<file path="src/rtl/debug_frame_sender.sv">
// debug_frame_sender
// Dumps one snapshot of pipeline debug state per request through the uart_tx
// byte handshake: HEADER, then ID/EX, EX/MEM, MEM/WB, WB/ID, CONTROL bytes MSB
// first, then an optional XOR checksum byte.
// Build option: define DEBUG_FRAME_CHECKSUM_EN to append the checksum byte.
//
// state | meaning
// IDLE  | waiting for i_dump_req; snapshot captured on acceptance
// SEND  | one-cycle o_tx_start for the byte held in r_data
// WAIT  | waiting for i_txDone of the current byte
// DONE  | one-cycle o_done pulse, request ignored here

module debug_frame_sender #(
    parameter int          NB_DATA    = 8,
    parameter int          NB_ID_EX   = 144,
    parameter int          NB_EX_MEM  = 32,
    parameter int          NB_MEM_WB  = 40,
    parameter int          NB_WB_ID   = 40,
    parameter int          NB_CONTROL = 24,
    parameter logic [7:0]  HEADER     = 8'hA5
) (
    input  logic                  clk,
    input  logic                  i_rst,
    input  logic                  i_dump_req,
    input  logic [NB_ID_EX-1:0]   i_concatenated_data_ID_EX,
    input  logic [NB_EX_MEM-1:0]  i_concatenated_data_EX_MEM,
    input  logic [NB_MEM_WB-1:0]  i_concatenated_data_MEM_WB,
    input  logic [NB_WB_ID-1:0]   i_concatenated_data_WB_ID,
    input  logic [NB_CONTROL-1:0] i_concatenated_data_CONTROL,
    input  logic                  i_txDone,
    output logic                  o_tx_start,
    output logic [NB_DATA-1:0]    o_data,
    output logic                  o_busy,
    output logic                  o_done
);

    localparam int NB_SHADOW = NB_ID_EX + NB_EX_MEM + NB_MEM_WB + NB_WB_ID + NB_CONTROL;
    localparam int P         = NB_SHADOW / NB_DATA;
`ifdef DEBUG_FRAME_CHECKSUM_EN
    localparam int N         = P + 2;
`else
    localparam int N         = P + 1;
`endif
    localparam int IDX_W     = $clog2(N);
    localparam logic [IDX_W-1:0] LAST_IDX = IDX_W'(N - 1);

    typedef enum logic [1:0] {
        IDLE = 2'd0,
        SEND = 2'd1,
        WAIT = 2'd2,
        DONE = 2'd3
    } state_t;

    state_t                 r_state;
    state_t                 w_next_state;
    logic [IDX_W-1:0]       r_idx;
    logic [NB_SHADOW-1:0]   r_shadow;
    logic [NB_DATA-1:0]     r_data;
    logic                   w_accept;
    logic                   w_advance;
`ifdef DEBUG_FRAME_CHECKSUM_EN
    localparam logic [IDX_W-1:0] CSUM_PREV_IDX = IDX_W'(N - 2);
    logic [NB_DATA-1:0]     r_csum;
`endif

    assign w_accept  = (r_state == IDLE) && i_dump_req;
    assign w_advance = (r_state == WAIT) && i_txDone && (r_idx != LAST_IDX);
    assign o_data    = r_data;

    // State register
    always_ff @(posedge clk) begin
        if (i_rst) begin
            r_state <= IDLE;
        end else begin
            r_state <= w_next_state;
        end
    end

    // Next-state and handshake outputs
    always_comb begin
        w_next_state = r_state;
        o_tx_start   = 1'b0;
        o_busy       = 1'b1;
        o_done       = 1'b0;
        case (r_state)
            IDLE: begin
                o_busy = 1'b0;
                if (i_dump_req) w_next_state = SEND;
            end
            SEND: begin
                o_tx_start   = 1'b1;
                w_next_state = WAIT;
            end
            WAIT: begin
                if (i_txDone) w_next_state = (r_idx == LAST_IDX) ? DONE : SEND;
            end
            DONE: begin
                o_done       = 1'b1;
                w_next_state = IDLE;
            end
            default: w_next_state = IDLE;
        endcase
    end

    // Snapshot capture, byte index and byte register. The shadow shifts left
    // as bytes are consumed so the next payload byte is always at the top.
    always_ff @(posedge clk) begin
        if (i_rst) begin
            r_idx    <= '0;
            r_shadow <= '0;
            r_data   <= '0;
        end else if (w_accept) begin
            r_idx    <= '0;
            r_shadow <= {i_concatenated_data_ID_EX, i_concatenated_data_EX_MEM,
                         i_concatenated_data_MEM_WB, i_concatenated_data_WB_ID,
                         i_concatenated_data_CONTROL};
            r_data   <= HEADER;
        end else if (w_advance) begin
            r_idx <= r_idx + 1'b1;
`ifdef DEBUG_FRAME_CHECKSUM_EN
            if (r_idx == CSUM_PREV_IDX) begin
                r_data <= r_csum;
            end else begin
                r_data   <= r_shadow[NB_SHADOW-1 -: NB_DATA];
                r_shadow <= r_shadow << NB_DATA;
            end
`else
            r_data   <= r_shadow[NB_SHADOW-1 -: NB_DATA];
            r_shadow <= r_shadow << NB_DATA;
`endif
        end
    end

`ifdef DEBUG_FRAME_CHECKSUM_EN
    // Running XOR of every byte launched so far, header included
    always_ff @(posedge clk) begin
        if (i_rst) begin
            r_csum <= '0;
        end else if (w_accept) begin
            r_csum <= '0;
        end else if (r_state == SEND) begin
            r_csum <= r_csum ^ r_data;
        end
    end
`endif

endmodule
</file>
<file path="config.mk">
export PLATFORM = sky130hd
export DESIGN_NAME = debug_frame_sender
export DESIGN_NICKNAME = d
export VERILOG_FILES = /design/src/rtl/debug_frame_sender.sv
export SDC_FILE = /design/constraint.sdc
export NUM_CORES = 1
export LEC_CHECK = 0
export CAP_MARGIN = 20
export CORE_MARGIN = 3
export CORE_UTILIZATION = 41
export DETAILED_ROUTE_END_ITERATION = 6
export GPL_ROUTABILITY_DRIVEN = 0
export PLACE_DENSITY_LB_ADDON = 0.15
export SLEW_MARGIN = 30
export SYNTH_ARGS = -nofsm -noshare
export SYNTH_HDL_FRONTEND = slang
export SYNTH_SLANG_ARGS = --single-unit
export TNS_END_PERCENT = 100
</file>
<file path="constraint.sdc">
create_clock -name clk -period 2.1 [get_ports clk]
set_clock_uncertainty 0.1 [all_clocks]
set_input_delay 0.42 -clock clk [delete_from_list [all_inputs] [get_ports clk]]
set_output_delay 0.42 -clock clk [all_outputs]
set_load 0.005 [all_outputs]
</file>
# Word-level counts from Yosys, hierarchy flattened
# Cells that the tools add are included.
[op_classes]
add_sub_neg = 1
n_eq_ne = 7
n_mux = 11
reduce_logical = 7
[op_table]
columns = ["op", "count"]
rows = [
  ["two-way mux 280 bit", 2],
  ["two-way mux 8 bit", 2],
  ["case mux 2 bit (4 select lines)", 1],
  ["adder 6 x 1 -> 6 bit, second input constant", 1],
  ["equality test 6 bit, second input constant", 1],
  ["two-way mux 2 bit", 3],
  ["inequality test 6 bit, second input constant", 1],
  ["equality test 2 bit, second input constant", 2],
  ["inequality test 2 bit, second input constant", 2],
  ["logical AND 1 bit", 3],
  ["two-way mux 1 bit", 3],
  ["equality test 2 x 1 -> 1 bit, second input constant", 1],
  ["zero test 2 bit", 1],
  ["AND reduction 2 bit", 1],
  ["nonzero test 2 bit", 1],
  ["OR reduction 2 bit", 1],
]
[word_totals]
register_bits = 296
in_bits = 284
output_inout_bits = 11
wordCells = 31

# Logic depth before layout (Yosys ltp)
# Gate-level depths: netlist (run 1).
[logic_depth]
word_depth = 5
ltp_mapped = 7
depth_no_buf = 5

# Worst setup path after synthesis (run 1)
# OpenSTA, ideal clock, no wires.
[synth_path]
path_kind = "reg2reg"
from = "register r_idx[0]"
to = "register r_shadow[101]"
setup_ns = 0.081
t_arrival_ns = 1.465
required_time_ns = 1.919
path_slack_ns = 0.454
path_stages_with_launch = 7
n_path_buf = 2
synth_period_minus_slack_ns = 1.646
cell_sequence = "dfxtp_1 > ha_1 > a21oi_1 > clkbuf_1 > buf_2 > a21oi_1 > a211oi_2"
[synth_between]
elab_chain_cells = 3
[synth_lines]
columns = ["item", "line", "text"]
rows = [
  ["start, declared", "56", "logic [IDX_W-1:0] r_idx;"],
  ["start signal, assigned", "119", "r_idx <= r_idx + 1'b1;"],
  ["inequality test 6 bit", "67", "assign w_advance = (r_state == WAIT) && i_txDone && (r_idx != LAST_IDX);"],
  ["logical AND 1 bit", "67", ""],
  ["nonzero test 2 bit (no source line)", "-", ""],
  ["end signal, assigned", "114", "r_shadow <= {i_concatenated_data_ID_EX, i_concatenated_data_EX_MEM,"],
  ["end signal, assigned", "129", "r_shadow <= r_shadow << NB_DATA;"],
  ["end, declared", "57", "logic [NB_SHADOW-1:0] r_shadow;"],
]
# Every way passes these cells.
# A chain may end at the register's enable or synchronous reset.

# Final worst setup path (run 1)
[layout_path]
from = "register r_data[4], in the netlist o_data[4]"
to = "output o_data[4]"
[layout_lines]
columns = ["item", "line", "text"]
rows = [
  ["start, declared", "58", "logic [NB_DATA-1:0] r_data;"],
  ["start signal, assigned", "128", "r_data <= r_shadow[NB_SHADOW-1 -: NB_DATA];"],
  ["end, declared", "32", "output logic [NB_DATA-1:0] o_data,"],
]
# No word-level cell between the ends.

==> results of run 1 <==
## synthesized netlist by cell type
| cell | n | share of area [%] |
|---|---|---|
| mux2i_1 | 1 | 0.073 |
| nor3_1 | 11 | 0.40 |
| nor2_1 | 283 | 7.8 |
| inv_1 | 2 | 0.055 |
| a211oi_1 | 71 | 3.9 |
| nand2_1 | 291 | 8.0 |
| nor4b_4 | 1 | 0.17 |
| nand2b_1 | 2 | 0.092 |
| dfxtp_1 | 296 | 43 |
| and2_1 | 2 | 0.092 |
| buf_1 | 22 | 0.61 |
| a21o_1 | 1 | 0.055 |
| buf_2 | 49 | 1.8 |
| buf_6 | 12 | 0.99 |
| a211oi_2 | 200 | 18 |
| nand3b_1 | 1 | 0.055 |
| nor4_1 | 1 | 0.046 |
| nand4_1 | 3 | 0.14 |
| o21ba_2 | 1 | 0.073 |
| nor2b_1 | 1 | 0.046 |
| ha_1 | 1 | 0.092 |
| buf_4 | 14 | 0.77 |
| a21oi_1 | 286 | 10 |
| nand3_1 | 8 | 0.29 |
| and3_1 | 1 | 0.046 |
| xor2_1 | 3 | 0.19 |
| clkbuf_1 | 62 | 1.7 |
| and3b_1 | 1 | 0.064 |
| xnor2_1 | 2 | 0.13 |
## routing by layer
metal  GRT usage (%)  routed length (um)  vias to the layer above
met5               0                  27                        -
met2            33.7               18000                      281
met3            3.96                1890                       60
met4            5.44                 849                        4
li1                -                   -                     6149
met1            29.3               18100                     5710
## flip-flops by register name (all words and copies together) (netlist names)
| register | flops |
|---|---|
| r_state | 2 |
| o_data | 8 |
| r_idx | 6 |
| r_shadow | 280 |
## where the power goes
| group | total (mW) | internal [mW] | switching, mW | leakage, nW |
|---|---|---|---|---|
| logic | 2.72 | 1.37 | 1.35 | 3.83 |
| clock network | 6.03 | 3.79 | 2.24 | 0.569 |
| registers | 6.45 | 6.15 | 0.297 | 2.45 |
## per-stage QoR
stage	std cells	power, mW	instance area, um^2	utilization [%]	TNS, ns
6_report	2345	15.2	18700	57.3	0
2_1_floorplan	1629	8.10	13600	-	0
3_5_place_dp	2281	9.30	17500	53.7	-51.84
3_3_place_gp	2281	9.24	17500	53.7	-29.25
5_1_grt	2345	15.9	18700	57.3	0
4_1_cts	2342	15.4	18700	57.3	0
## layout by cell type, fill, tap and decap left out, types with 2 or more instances in the layout
cell type        netlist  layout
a211oi_1              71      71
buf_12                 0      46
xor2_1                 3       3
clkinv_2               0       4
dfxtp_1              296     294
nand2b_1               2       2
clkbuf_16              0      37
nor3_1                11      11
xnor2_1                2       2
a211oi_2             200     200
nand4_1                3       3
dlygate4sd2_1          0       3
inv_1                  2       2
bufinv_16              0       3
dfxtp_4                0       2
buf_4                 14      30
clkbuf_8               0       6
nor2_1               283     282
nand3_1                8       8
nand2_1              291     290
a21oi_1              286     285
clkdlybuf4s50_1        0     290
clkbuf_1              62      10
## final timing paths
path	endpoint	from
max reg2reg	r_shadow[261]	r_idx[2]
min reg2reg	o_data[6]	r_shadow[278]
min	r_shadow[2]	i_rst
max	o_data[4]	o_data[4]
## logic make-up (layout without fill, tap and decap cells)
logic type / Yosys count / in the layout
buffers and inverters: 161 / 434
AO/OA/AOI/OAI: 559 / 559
other: 0 / 1
multiplexers: 1 / 1
XOR/XNOR: 5 / 5
AND/OR/NAND/NOR: 606 / 606
flip-flops: 296 / 296
adder cells (fa/ha/maj): 1 / 1
## area by class of cell
class,instances,share of cell area (%)
antenna,1,0.0134
clock buffer,53,5.59
clock inverter,8,0.629
inverter,2,0.0401
multi-input combinational,1172,37.1
sequential,296,31.7
tap,442,2.96
timing repair buffer,371,21.9
## timing repair
action                                 CTS  global route
setup endpoints to repair                3            62
pin swaps                                1             1
endpoints found under the hold margin    0             0
resized for setup                        9             1
buffers inserted                         0             2
==> results.sh, run 1 <==
export IMPL_path_clk_slew_ns=0.05
export IMPL_cts_buffers=34
export IMPL_synthAdderAreaFrac_pct=0.0918
export IMPL_ys_seq_elements=296
export IMPL_die_width_um=188
export IMPL_yosys_cell_types_count=29
export IMPL_finalSetupViolCount=0
export IMPL_fin_hold_ws_ns=0.190
export IMPL_hold_depth=2
export IMPL_p_leak_nw=6.85
export IMPL_start_kind="flop"
export IMPL_rsz0062_at_grt="false"
export IMPL_critPathKind="reg -> out"
export IMPL_ir_drop_mv=0.413
export IMPL_multi_input_area_mm2=0.00694
export IMPL_cap_violations=0
export IMPL_syn_to_final_growth_pct=37.1
export IMPL_synth_compound_area_share_pct=32.9
export IMPL_setup_ws_ns=0.181
export IMPL_drt_pass1_iterations=5
export IMPL_drv_slew=0
export IMPL_wl_per_cell_um=16.6
export IMPL_hold_viol_final=0
export IMPL_htreeDepth=2
export IMPL_wirelength_mm=38.9
export IMPL_r2r_cells=7
export IMPL_slew_headroom_pct=71.1
export IMPL_seq_area_mm2=0.00593
export IMPL_path_delay_family="buffers and inverters"
export IMPL_synthMuxAreaShare_pct=0.0734
export IMPL_pre_cts_ws_ns=-0.265
export IMPL_tightest_slew_ns=0.433
export IMPL_routed_via_density=5.20
export IMPL_syn_area_mm2=0.0136
export IMPL_grt_pass1_wl_mm=62.0
export IMPL_cts_sinks=296
export IMPL_fillers=2915
export IMPL_die_area_mm2=0.0355
export IMPL_drcViolationCount=0
export IMPL_required_ns=1.58
export IMPL_first_global_vias=12200
export IMPL_clock_path_buffers=3
export IMPL_grt_max_degree=70
export IMPL_r2r_setup_slack_ns=0.21
export IMPL_port_buffers=294
export IMPL_synth_fp_nets=1914
export IMPL_gr_total_overflow=0
export IMPL_period_needed_ns=1.92
export IMPL_crit_chain="clkdlybuf4s50_1"
export IMPL_synth_area_per_cell_um2=8.37
export IMPL_hold_class="in -> reg"
export IMPL_synth_warnings=0
export IMPL_yosys_area_share_simple_pct=17.2
export IMPL_vias=12200
export IMPL_slowest_stage="clkdlybuf4s50_1"
export IMPL_drt_iter0_drc=698
export IMPL_syn_inst=1629
export IMPL_place_hpwl_mm=27.3
export IMPL_crit_buf_inv=1
export IMPL_fmax_mhz=521
export IMPL_grt_usage_pct=21.0
export IMPL_powerDensity_mw_per_mm2=813
export IMPL_die_h_um=188
export IMPL_arrival_ns=1.40
export IMPL_finalCritPeriodShare_pct=91.4
export IMPL_cts_tree="yes"
export IMPL_crit_path_max_fanout=2
export IMPL_core_mm2=0.0326
export IMPL_root_buffer="clkbuf_16"
export IMPL_synth_top_family_by_area="compound AO/OA/AOI/OAI gates"
export IMPL_ant_nets=0
export IMPL_io_pins=295
export IMPL_initial_utilization_pct=41.8
export IMPL_seq_area_frac_synth_pct=43.5
export IMPL_nets=2162
export IMPL_insertion_delay_ns=0.50
export IMPL_drive_gt1_share_pct=17.8
export IMPL_crit_cells=1
export IMPL_end_kind="primary output"
export IMPL_fp_row_count=66
export IMPL_synth_xor_area_share_pct=0.321
export IMPL_status="finished, final reports clean"
export IMPL_slowest_delay_ns=0.53
export IMPL_antenna_found_initial=3
export IMPL_cts_hold_buf=0
(Power assumes the default switching activity.)
==> inputs of run 2 (changes only) <==
- CAP_MARGIN: 20 -> unset
- clock period: 2.1 -> 1.9 ns (I/O delays scaled with it)
==> results.sh, run 2 (same netlist as run 1, synthesis figures left out) <==
export IMPL_dr_wl_met3_mm=2.20
export IMPL_cts_sinks=296
export IMPL_crit_chain="clkdlybuf4s50_1"
export IMPL_wirelength_mm=39.6
export IMPL_drt_iter0_drc=756
export IMPL_fin_area_mm2=0.0189
export IMPL_combPwrFrac_pct=18.0
export IMPL_place_hpwl_mm=27.6
export IMPL_wl_per_cell_um=16.8
export IMPL_routed_via_density=5.21
export IMPL_dr_max_layer_used="met5"
export IMPL_clockPowerShare_pct=40.5
export IMPL_m1WireLength_mm=18.2
export IMPL_worstHoldStart="i_rst"
export IMPL_drv_slew=0
export IMPL_grt_usage_pct=21.5
export IMPL_first_global_vias=12300
export IMPL_core_mm2=0.0326
export IMPL_drt_pass1_iterations=5
export IMPL_port_buffers=294
export IMPL_top_register="r_shadow"
export IMPL_ant_nets=0
export IMPL_crit_buf_inv=1
export IMPL_met2_length_mm=18.5
export IMPL_cts_tree="yes"
export IMPL_powerDensity_mw_per_mm2=908
export IMPL_path_delay_family="buffers and inverters"
export IMPL_rr_startpoint="r_state[0]"
export IMPL_nets=2173
export IMPL_htreeDepth=2
export IMPL_root_buffer="clkbuf_16"
export IMPL_cts_buffers=34
export IMPL_gr_total_overflow=0
export IMPL_path_clk_slew_ns=0.06
export IMPL_start_kind="flop"
export IMPL_finalSetupViolCount=0
export IMPL_p_sw_mw=4.44
export IMPL_final_cell_mix="dfxtp_1 (292), nand2_1 (290), clkdlybuf4s50_1 (290)"
export IMPL_grt_pass1_wl_mm=63.3
export IMPL_tightest_slew_ns=0.416
export IMPL_status="finished, final reports clean"
export IMPL_period_needed_ns=1.87
export IMPL_slowest_stage="clkdlybuf4s50_1"
export IMPL_insertion_delay_ns=0.51
export IMPL_r2r_setup_slack_ns=0.08
export IMPL_end_kind="primary output"
export IMPL_p_leak_nw=6.94
export IMPL_die_width_um=188
export IMPL_post_route_util_pct=57.9
export IMPL_hold_viol_final=0
export IMPL_fin_hold_ws_ns=0.170
export IMPL_switching_share_pct=25.9
export IMPL_hold_class="in -> reg"
export IMPL_arrival_ns=1.39
export IMPL_crit_path_max_fanout=2
export IMPL_drcViolationCount=0
export IMPL_syn_to_final_growth_pct=38.6
export IMPL_finalPower_mw=17.2
export IMPL_clock_path_buffers=3
export IMPL_fmax_mhz=536
export IMPL_rsz0062_at_grt="true"
export IMPL_drive_gt1_share_pct=19.2
export IMPL_die_h_um=188
export IMPL_startpoint="o_data[5]"
export IMPL_layout_commonest_cell="dfxtp_1"
export IMPL_cap_violations=0
export IMPL_fp_row_count=66
export IMPL_dpl_instance_area_mm2=0.0176
export IMPL_antenna_found_initial=4
export IMPL_fin_setup_tns_ns=0
export IMPL_p_int_mw=12.7
export IMPL_finalCritPeriodShare_pct=98.2
export IMPL_vias=12300
export IMPL_critPathKind="reg -> out"
export IMPL_required_ns=1.42
export IMPL_slew_headroom_pct=72.3
export IMPL_slowest_delay_ns=0.52
export IMPL_die_area_mm2=0.0355
export IMPL_largest_reg_flops=280
export IMPL_seqPwrFrac_pct=41.5
export IMPL_ir_drop_mv=0.498
export IMPL_io_pins=295
export IMPL_initial_utilization_pct=41.8
export IMPL_grt_max_degree=66
run 2: area by class of cell:
class                           instances  area [um^2]
Inverter                                2         7.51
Clock inverter                         10          128
Sequential cell                       296         5940
Timing Repair Buffer                  381         4200
Multi-Input combinational cell       1173         6990
Tap cell                              442          553
Antenna cell                            1         2.50
Fill cell                            2936        13700
Clock buffer                           50         1080
run 2: timing repair:
action,CTS,global route
gates cloned,1,0
pin swaps,2,1
resized for setup,10,16
hold endpoints to repair,0,0
setup buffers,2,1
hold buffers,0,0
setup endpoints to repair,29,133
run 2: power by group through the flow:
stage | Combinational, mW | Clock [mW] | Sequential [mW]
3_3_place_gp | 3.03 | 0 | 7.24
6_report | 3.08 | 6.94 | 7.12
2_1_floorplan | 1.81 | 0 | 7.14
3_5_place_dp | 3.07 | 0 | 7.25
5_1_grt | 3.39 | 7.35 | 7.18
4_1_cts | 3.09 | 7.09 | 7.12
run 2: routing by layer:
metal  global-route usage, %  vias to the layer above
met2                    35.3                      314
met3                    3.89                       51
met5                       0                        -
li1                        -                     6176
met1                    29.5                     5725
met4                    4.87                        6
run 2: worst paths after layout:
check                                     end  depth (start not counted)
worst max-delay path                o_data[5]                          1
worst min-delay path              r_shadow[5]                          2
worst max register to register  r_shadow[196]                          6
worst min register to register      o_data[4]                          2
run 2: through the flow:
step	std cells	setup WS (ns)
after floorplan	1629	0.254
after global placement	2290	-0.345
after global routing	2355	-0.0467
after CTS	2353	-0.0146
final	2355	0.0348
after detailed placement	2290	-0.459
==> inputs of run 3 (changes only) <==
- clock period: 1.9 -> 2.31 ns (I/O delays scaled with it)
==> results.sh, run 3 (same netlist as run 1, synthesis figures left out) <==
export IMPL_status="finished, final reports clean"
export IMPL_die_h_um=188
export IMPL_place_hpwl_mm=26.7
export IMPL_finalPower_mw=14.0
export IMPL_rsz0062_at_grt="false"
export IMPL_cts_buffers=34
export IMPL_ir_drop_mv=0.408
export IMPL_top_register="r_shadow"
export IMPL_fp_row_count=66
export IMPL_drt_pass1_iterations=4
export IMPL_routed_via_density=5.26
export IMPL_end_kind="primary output"
export IMPL_drive_gt1_share_pct=17.0
export IMPL_syn_to_final_growth_pct=35.7
export IMPL_start_kind="flop"
export IMPL_required_ns=1.75
export IMPL_cts_hold_buf=0
export IMPL_largest_reg_flops=280
export IMPL_cts_setup_buffers=0
export IMPL_die_width_um=188
export IMPL_slowest_stage="clkdlybuf4s50_1"
export IMPL_grt_max_degree=93
export IMPL_wl_per_cell_um=16.7
export IMPL_root_buffer="clkbuf_16"
export IMPL_tightest_slew_ns=0.418
export IMPL_period_needed_ns=2.25
export IMPL_powerDensity_mw_per_mm2=758
export IMPL_core_mm2=0.0326
export IMPL_post_route_util_pct=56.7
export IMPL_nets=2141
export IMPL_die_area_mm2=0.0355
export IMPL_path_delay_family="buffers and inverters"
export IMPL_gr_total_overflow=0
export IMPL_final_cell_mix="dfxtp_1 (295), clkdlybuf4s50_1 (293), nand2_1 (290)"
export IMPL_antenna_found_initial=5
export IMPL_finalSetupViolCount=0
export IMPL_drt_iter0_drc=753
export IMPL_grt_usage_pct=21.0
export IMPL_port_buffers=294
export IMPL_p_leak_nw=6.72
export IMPL_path_clk_slew_ns=0.06
export IMPL_fmax_mhz=445
export IMPL_slowest_delay_ns=0.55
export IMPL_initial_utilization_pct=41.8
export IMPL_crit_buf_inv=1
export IMPL_drcViolationCount=0
export IMPL_ant_nets=0
export IMPL_layout_commonest_cell="dfxtp_1"
export IMPL_crit_chain="and2_1 -> clkdlybuf4s50_1"
export IMPL_insertion_delay_ns=0.50
export IMPL_finalCritPeriodShare_pct=97.3
export IMPL_slew_headroom_pct=72.0
export IMPL_cts_tree="yes"
export IMPL_wirelength_mm=38.8
export IMPL_cap_violations=0
export IMPL_first_global_vias=12200
export IMPL_io_pins=295
export IMPL_clock_path_buffers=3
export IMPL_vias=12200
export IMPL_hold_class="in -> reg"
export IMPL_drv_slew=0
export IMPL_arrival_ns=1.69
export IMPL_hold_viol_final=0
export IMPL_crit_path_max_fanout=7
export IMPL_cts_sinks=296
export IMPL_fin_setup_tns_ns=0
export IMPL_grt_pass1_wl_mm=62.2
export IMPL_critPathKind="reg -> out"
export IMPL_htreeDepth=2
export IMPL_post_cts_resized=1
==> run 3: metrics by stage <==
step	hold slack, ns	worst slack, ns	area (um^2)	cells
global route	0.280	0.0185	18500	2325
finish	0.275	0.0619	18500	2325
detailed placement	0.344	-0.00818	17300	2262
floorplan	0.332	0.637	13600	1629
CTS	0.251	0.0195	18500	2323
global placement	0.345	0.0369	17300	2262
==> run 3: metal layers <==
layer | vias up | track usage (%) | share of wire [%]
met2 | 300 | 33.8 | 46
met1 | 5754 | 29.1 | 47
met3 | 50 | 3.89 | 5.2
li1 | 6111 | - | -
met4 | 6 | 5.39 | 1.8
met5 | - | 0 | 0.10
==> run 3: final cells by class <==
class                           instances  area [um^2]
Multi-Input combinational cell       1172         6940
Fill cell                            2939        14100
Clock buffer                           50         1040
Tap cell                              442          553
Inverter                                2         7.51
Antenna cell                            2         5.00
Clock inverter                         11          166
Timing Repair Buffer                  350         3860
Sequential cell                       296         5930
==> run 3: path summary, 6_finish.rpt <==
path,startpoint,end,slack [ns],depth (start not counted)
setup / recovery,r_state[1],o_done,0.06,2
setup reg to reg,r_idx[2],r_shadow[90],0.27,5
hold reg to reg,r_shadow[276],o_data[4],0.35,2
hold / removal,i_rst,r_shadow[1],0.27,2
==> run 3: report_power, final <==
part	internal [mW]	total (mW)	switching [mW]	leakage [nW]
Clock	3.59	5.73	2.13	0.592
Combinational	1.21	2.43	1.22	3.68
Sequential	5.59	5.86	0.269	2.45
==> patch 1, RTL diff (config.mk and constraints of run 3) <==
Register the output `o_tx_start`, without a reset; this adds one clock of latency there. The other outputs are not delayed to match. Comments in the files are not updated.
--- a/src/rtl/debug_frame_sender.sv
+++ b/src/rtl/debug_frame_sender.sv
@@ -52,4 +52,6 @@
     } state_t;
 
+    logic o_tx_start_d;
+
     state_t                 r_state;
     state_t                 w_next_state;
@@ -80,5 +82,5 @@
     always_comb begin
         w_next_state = r_state;
-        o_tx_start   = 1'b0;
+        o_tx_start_d = 1'b0;
         o_busy       = 1'b1;
         o_done       = 1'b0;
@@ -89,5 +91,5 @@
             end
             SEND: begin
-                o_tx_start   = 1'b1;
+                o_tx_start_d = 1'b1;
                 w_next_state = WAIT;
             end
@@ -145,3 +147,7 @@
 `endif
 
+    always_ff @(posedge clk) begin
+        o_tx_start <= o_tx_start_d;
+    end
+
 endmodule
Check against the original RTL: not equivalent (Yosys sat finds a counterexample within 4 cycles, from zero or initial values and one cycle with i_rst high).
==> patch 1 against run 3 <==
Worst setup slack improved by 57 ps; combinational power hardly changed; synthesized area up 0.15%; routed wire length up 0.94%; power down 1.3%; core utilization about the same; hold slack improved by 10 ps; cell area grew 0.19%; sequential cell count grew 1; largest cell class unchanged; largest power group unchanged; highest routed layer unchanged.
==> patch 1: results (changes against run 3) <==
- Outcome: completed (unchanged)
- Leak: 6.749 nW (was 6.724 nW)
- DRT Wirelength: 39.14 mm (was 38.78 mm)
- Placed wire-length estimate: 27.17 mm (was 26.70 mm)
- First-pass iteration count of the detailed router: 5 (was 4)
- Via count of the first global-routing pass: 12165 (was 12150)
- Num CTS Buffers: 35 (was 34)
- Placed standard-cell area: 0.01737 mm2 (was 0.01727 mm2)
- Sequential area share after synthesis: 43.54% (was 43.45%)
- WL met3: 2.281 mm (was 2.011 mm)
- Most frequent cells after synthesis: sky130_fd_sc_hd__dfxtp_1, sky130_fd_sc_hd__nand2_1, sky130_fd_sc_hd__a21oi_1 (unchanged)
- Fraction of final layout cells sized beyond drive strength 1: 16.98% (was 17.01%)
- Pin count of the biggest net entering global routing: 79 (was 93)
- Number of instances in the placed design: 2268 (was 2262)
- FF-to-FF End: r_shadow[32]$_SDFFE_PP0P_ (was r_shadow[90]$_SDFFE_PP0P_)
- Complex-gate fraction of the synthesized area: 32.84% (was 32.88%)
- Met1 usage: 28.40% (was 29.15%)
- Met2 Use GR: 34.56% (was 33.82%)
- Transition time of the tightest slew-check pin: 449.5 ps (was 418.1 ps)
- Setup slack, reg-to-reg: 340 ps (was 270 ps)
- Worst hold margin: 285.1 ps (was 274.9 ps)
- Worst setup path endpoint: o_busy (was o_done)
- GR Layer Usage met3: 4.688% (was 3.888%)
- Aggregate global-route resource usage: 21.19% (was 20.98%)
- Antenna violations before repair: 4 (was 5)
- DRC marker count from the first detailed-route iteration: 795 (was 753)
- Pre-CTS worst setup slack: 18.61 ps (was -8.179 ps)
- Mux share of post-synthesis cell area: 0.07329% (was 0.07340%)
- Post-route minimum period: 2191 ps (was 2248 ps)
- Avg Vias per Cell: 5.252 (was 5.256)
- Number of cells on the worst reg-to-reg path: 6 (was 5)
- Fraction of synthesized cell area in xor and xnor cells: 0.3207% (was 0.3211%)
==> patch 1: cell count changes after synthesis <==
cell                             run 3  this run
sky130_fd_sc_hd__dfxtp_1           296       297
==> patch 1: critical path: stages (launching register included) <==
cell and delay (ps):
sky130_fd_sc_hd__dfxtp_2 360, sky130_fd_sc_hd__nor2_2 250, sky130_fd_sc_hd__inv_1 70, sky130_fd_sc_hd__clkdlybuf4s50_1 450
==> patch 1: layout make-up <==
type | count | area, um2
fill | 2987 | 14170
multi-input combinational | 1172 | 6934
sequential | 297 | 5947
timing repair buffer | 355 | 3931
clock buffer | 52 | 1042
tap | 442 | 553.0
clock inverter | 7 | 113.9
inverter | 2 | 7.507
antenna | 2 | 5.005
==> patch 1: where the power goes <==
group / internal (W) / switching (W)
registers: 0.00561 / 0.000264
clock network: 0.00344 / 0.00209
logic: 0.00121 / 0.00122
==> patch 2, RTL diff (flow settings as in run 3) <==
Made on the original files. The option `DEBUG_FRAME_CHECKSUM_EN` is turned on by a define.
--- a/src/rtl/debug_frame_sender.sv
+++ b/src/rtl/debug_frame_sender.sv
@@ -10,4 +10,6 @@
 // WAIT  | waiting for i_txDone of the current byte
 // DONE  | one-cycle o_done pulse, request ignored here
+
+`define DEBUG_FRAME_CHECKSUM_EN
 
 module debug_frame_sender #(
Formal check against the unedited RTL: same outputs for any inputs over 10 cycles, from zero or initial values and one cycle with i_rst high; that may be too few to reach the edited logic, so the function may still have changed.
==> patch 2 against run 3 <==
Sequential share of layout area is 1.2 points higher; fmax is 1.3% higher; worst setup slack better by 30 ps; largest power group unchanged; clock power is 1% lower; first-iteration DRC count is 40% higher; sequential cell count is 8 higher; routed wire length is 4.8% higher; critical endpoint is now o_busy; synthesized area is 1.7% lower; power is 3.0% higher; cell area is 0.97% lower; core utilization is 0.75 points higher; die area is 1.6% lower; via count is 9.2% higher.
==> patch 2: results (changes against run 3) <==
- Global-route wire length before repair: 65.65 mm (was 62.23 mm)
- Num CTS Buffers: 35 (was 34)
- DRC marker count from the first detailed-route iteration: 1057 (was 753)
- Via count of the first global-routing pass: 12795 (was 12150)
- Transition time of the tightest slew-check pin: 606.0 ps (was 418.1 ps)
- WL met3: 2.679 mm (was 2.011 mm)
- GR Layer Usage met3: 4.816% (was 3.888%)
- Largest stage delay on the critical path: 490 ps (was 550 ps)
- Number of cells on the worst reg-to-reg path: 4 (was 5)
- IR Drop Worst-Case VDD: 0.5335 mV (was 0.4085 mV)
- Mapped Nets: 1987 (was 1914)
- Average instance area after synthesis: 7.884 um2 (was 8.371 um2)
- Share of power burned in combinational logic: 18.6% (was 17.3%)
- Power spent charging and discharging nets: 0.003794 W (was 0.003623 W)
- Clock latency reported for the late side of the worst-skew pair: 500 ps (about the same)
- Placed wire-length estimate: 26.73 mm (was 26.70 mm)
- Fraction of final layout cells sized beyond drive strength 1: 6.970% (was 17.01%)
- Number of filler cells placed in the layout: 2978 (was 2939)
- Ranking of synthesized cells by area: sky130_fd_sc_hd__dfxtp_1, sky130_fd_sc_hd__a311oi_1, sky130_fd_sc_hd__nand2_1, sky130_fd_sc_hd__nor3_1, sky130_fd_sc_hd__clkbuf_1 (was sky130_fd_sc_hd__dfxtp_1, sky130_fd_sc_hd__a211oi_2, sky130_fd_sc_hd__a21oi_1, sky130_fd_sc_hd__nand2_1, sky130_fd_sc_hd__nor2_1)
- Class of the tightest hold or removal check: input pin to flip-flop (unchanged)
- Met2 Use GR: 34.68% (was 33.82%)
- Final routed wire length divided by cell count: 17.12 um (was 16.68 um)
- Sum of met2 wire segment lengths after detailed routing: 18.72 mm (was 17.88 mm)
- Number of instances in the placed design: 2314 (was 2262)
- Most frequent cells after synthesis: sky130_fd_sc_hd__nand2_1, sky130_fd_sc_hd__dfxtp_1, sky130_fd_sc_hd__nor3_1 (was sky130_fd_sc_hd__dfxtp_1, sky130_fd_sc_hd__nand2_1, sky130_fd_sc_hd__a21oi_1)
- Top routing layer in use: met5 (unchanged)
- Clk network pwr share: 39.2% (was 40.9%)
- Placed standard-cell area: 0.01715 mm2 (was 0.01727 mm2)
- Sequential area share after synthesis: 45.38% (was 43.45%)
- Number of nets in the final layout: 2202 (was 2141)
- Routed length on met1: 18.42 mm (was 18.13 mm)
- Pre-CTS worst setup slack: -162.8 ps (was -8.179 ps)
- Data arrival time at the worst-slack endpoint: 1660 ps (was 1690 ps)
- Outcome: completed (unchanged)
- Aggregate global-route resource usage: 22.02% (was 20.98%)
- Pin count of the biggest net entering global routing: 117 (was 93)
- Leak: 6.310 nW (was 6.724 nW)
- Maximum level of the CTS H-tree: 2 (unchanged)
- Number of unique standard cell types used by synthesis: 31 (was 29)
- Area used by multi-input combinational logic: 0.006515 mm2 (was 0.006939 mm2)
- Routed via count: 13343 (was 12221)
## patch 2: cell types whose count changed after synthesis, sizes merged, moves of 6 or more
cell    change
dfxtp       +8
buf        -58
clkbuf     +92
nand2     +272
nor3      +266
xor2        +9
a211oi    -267
o21ai       +6
mux2i      +10
a21oi     -273
a311oi    +272
nor2      -266
## patch 2: what timing repair did
item | CTS | global route
hold buffers | 0 | 0
endpoints found under the setup margin | 0 | 1
resized for setup | 0 | 1
## patch 2: layout make-up
cell class,instances,area share [%]
Timing Repair Buffer,371,21.77
Clock buffer,51,5.614
Antenna cell,2,0.02732
Tap cell,435,2.971
Clock inverter,7,0.7581
Inverter,3,0.06147
Sequential cell,304,33.23
Multi-Input combinational cell,1201,35.56
## patch 2: worst reg2reg max path, delay by kind of cell (launching register included)
family             cells  cell delay, ps
AOI/OAI and AO/OA      1             240
DFF                    1             330
muxes                  1             170
and+or+nand+nor        2            1230
## patch 2: path summary, 6_finish.rpt
kind	to	slack, ps	startpoint
hold / removal	r_shadow[5]$_SDFFE_PP0P_	120	i_rst
hold reg to reg	r_shadow[5]$_SDFFE_PP0P_	370	r_shadow[5]$_SDFFE_PP0P_
setup reg to reg	o_data[5]$_SDFFE_PP0P_	150	r_idx[3]$_SDFFE_PP0P_
setup / recovery	o_busy	90	r_state[1]$_SDFFE_PP0P_
## patch 2: cells by family (layout without fill, tap and decap cells)
group / after synthesis / in the layout / synth area share [%]
AOI/OAI and AO/OA: 299 / 299 / 19.01
xor gates and xnor gates: 13 / 13 / 0.8490
adders and majority gates: 2 / 2 / 0.1866
buffers and inverters: 196 / 432 / 6.288
DFF: 304 / 304 / 45.38
muxes: 11 / 11 / 0.8211
other: 0 / 2 / 0
and+or+nand+nor: 876 / 876 / 27.47
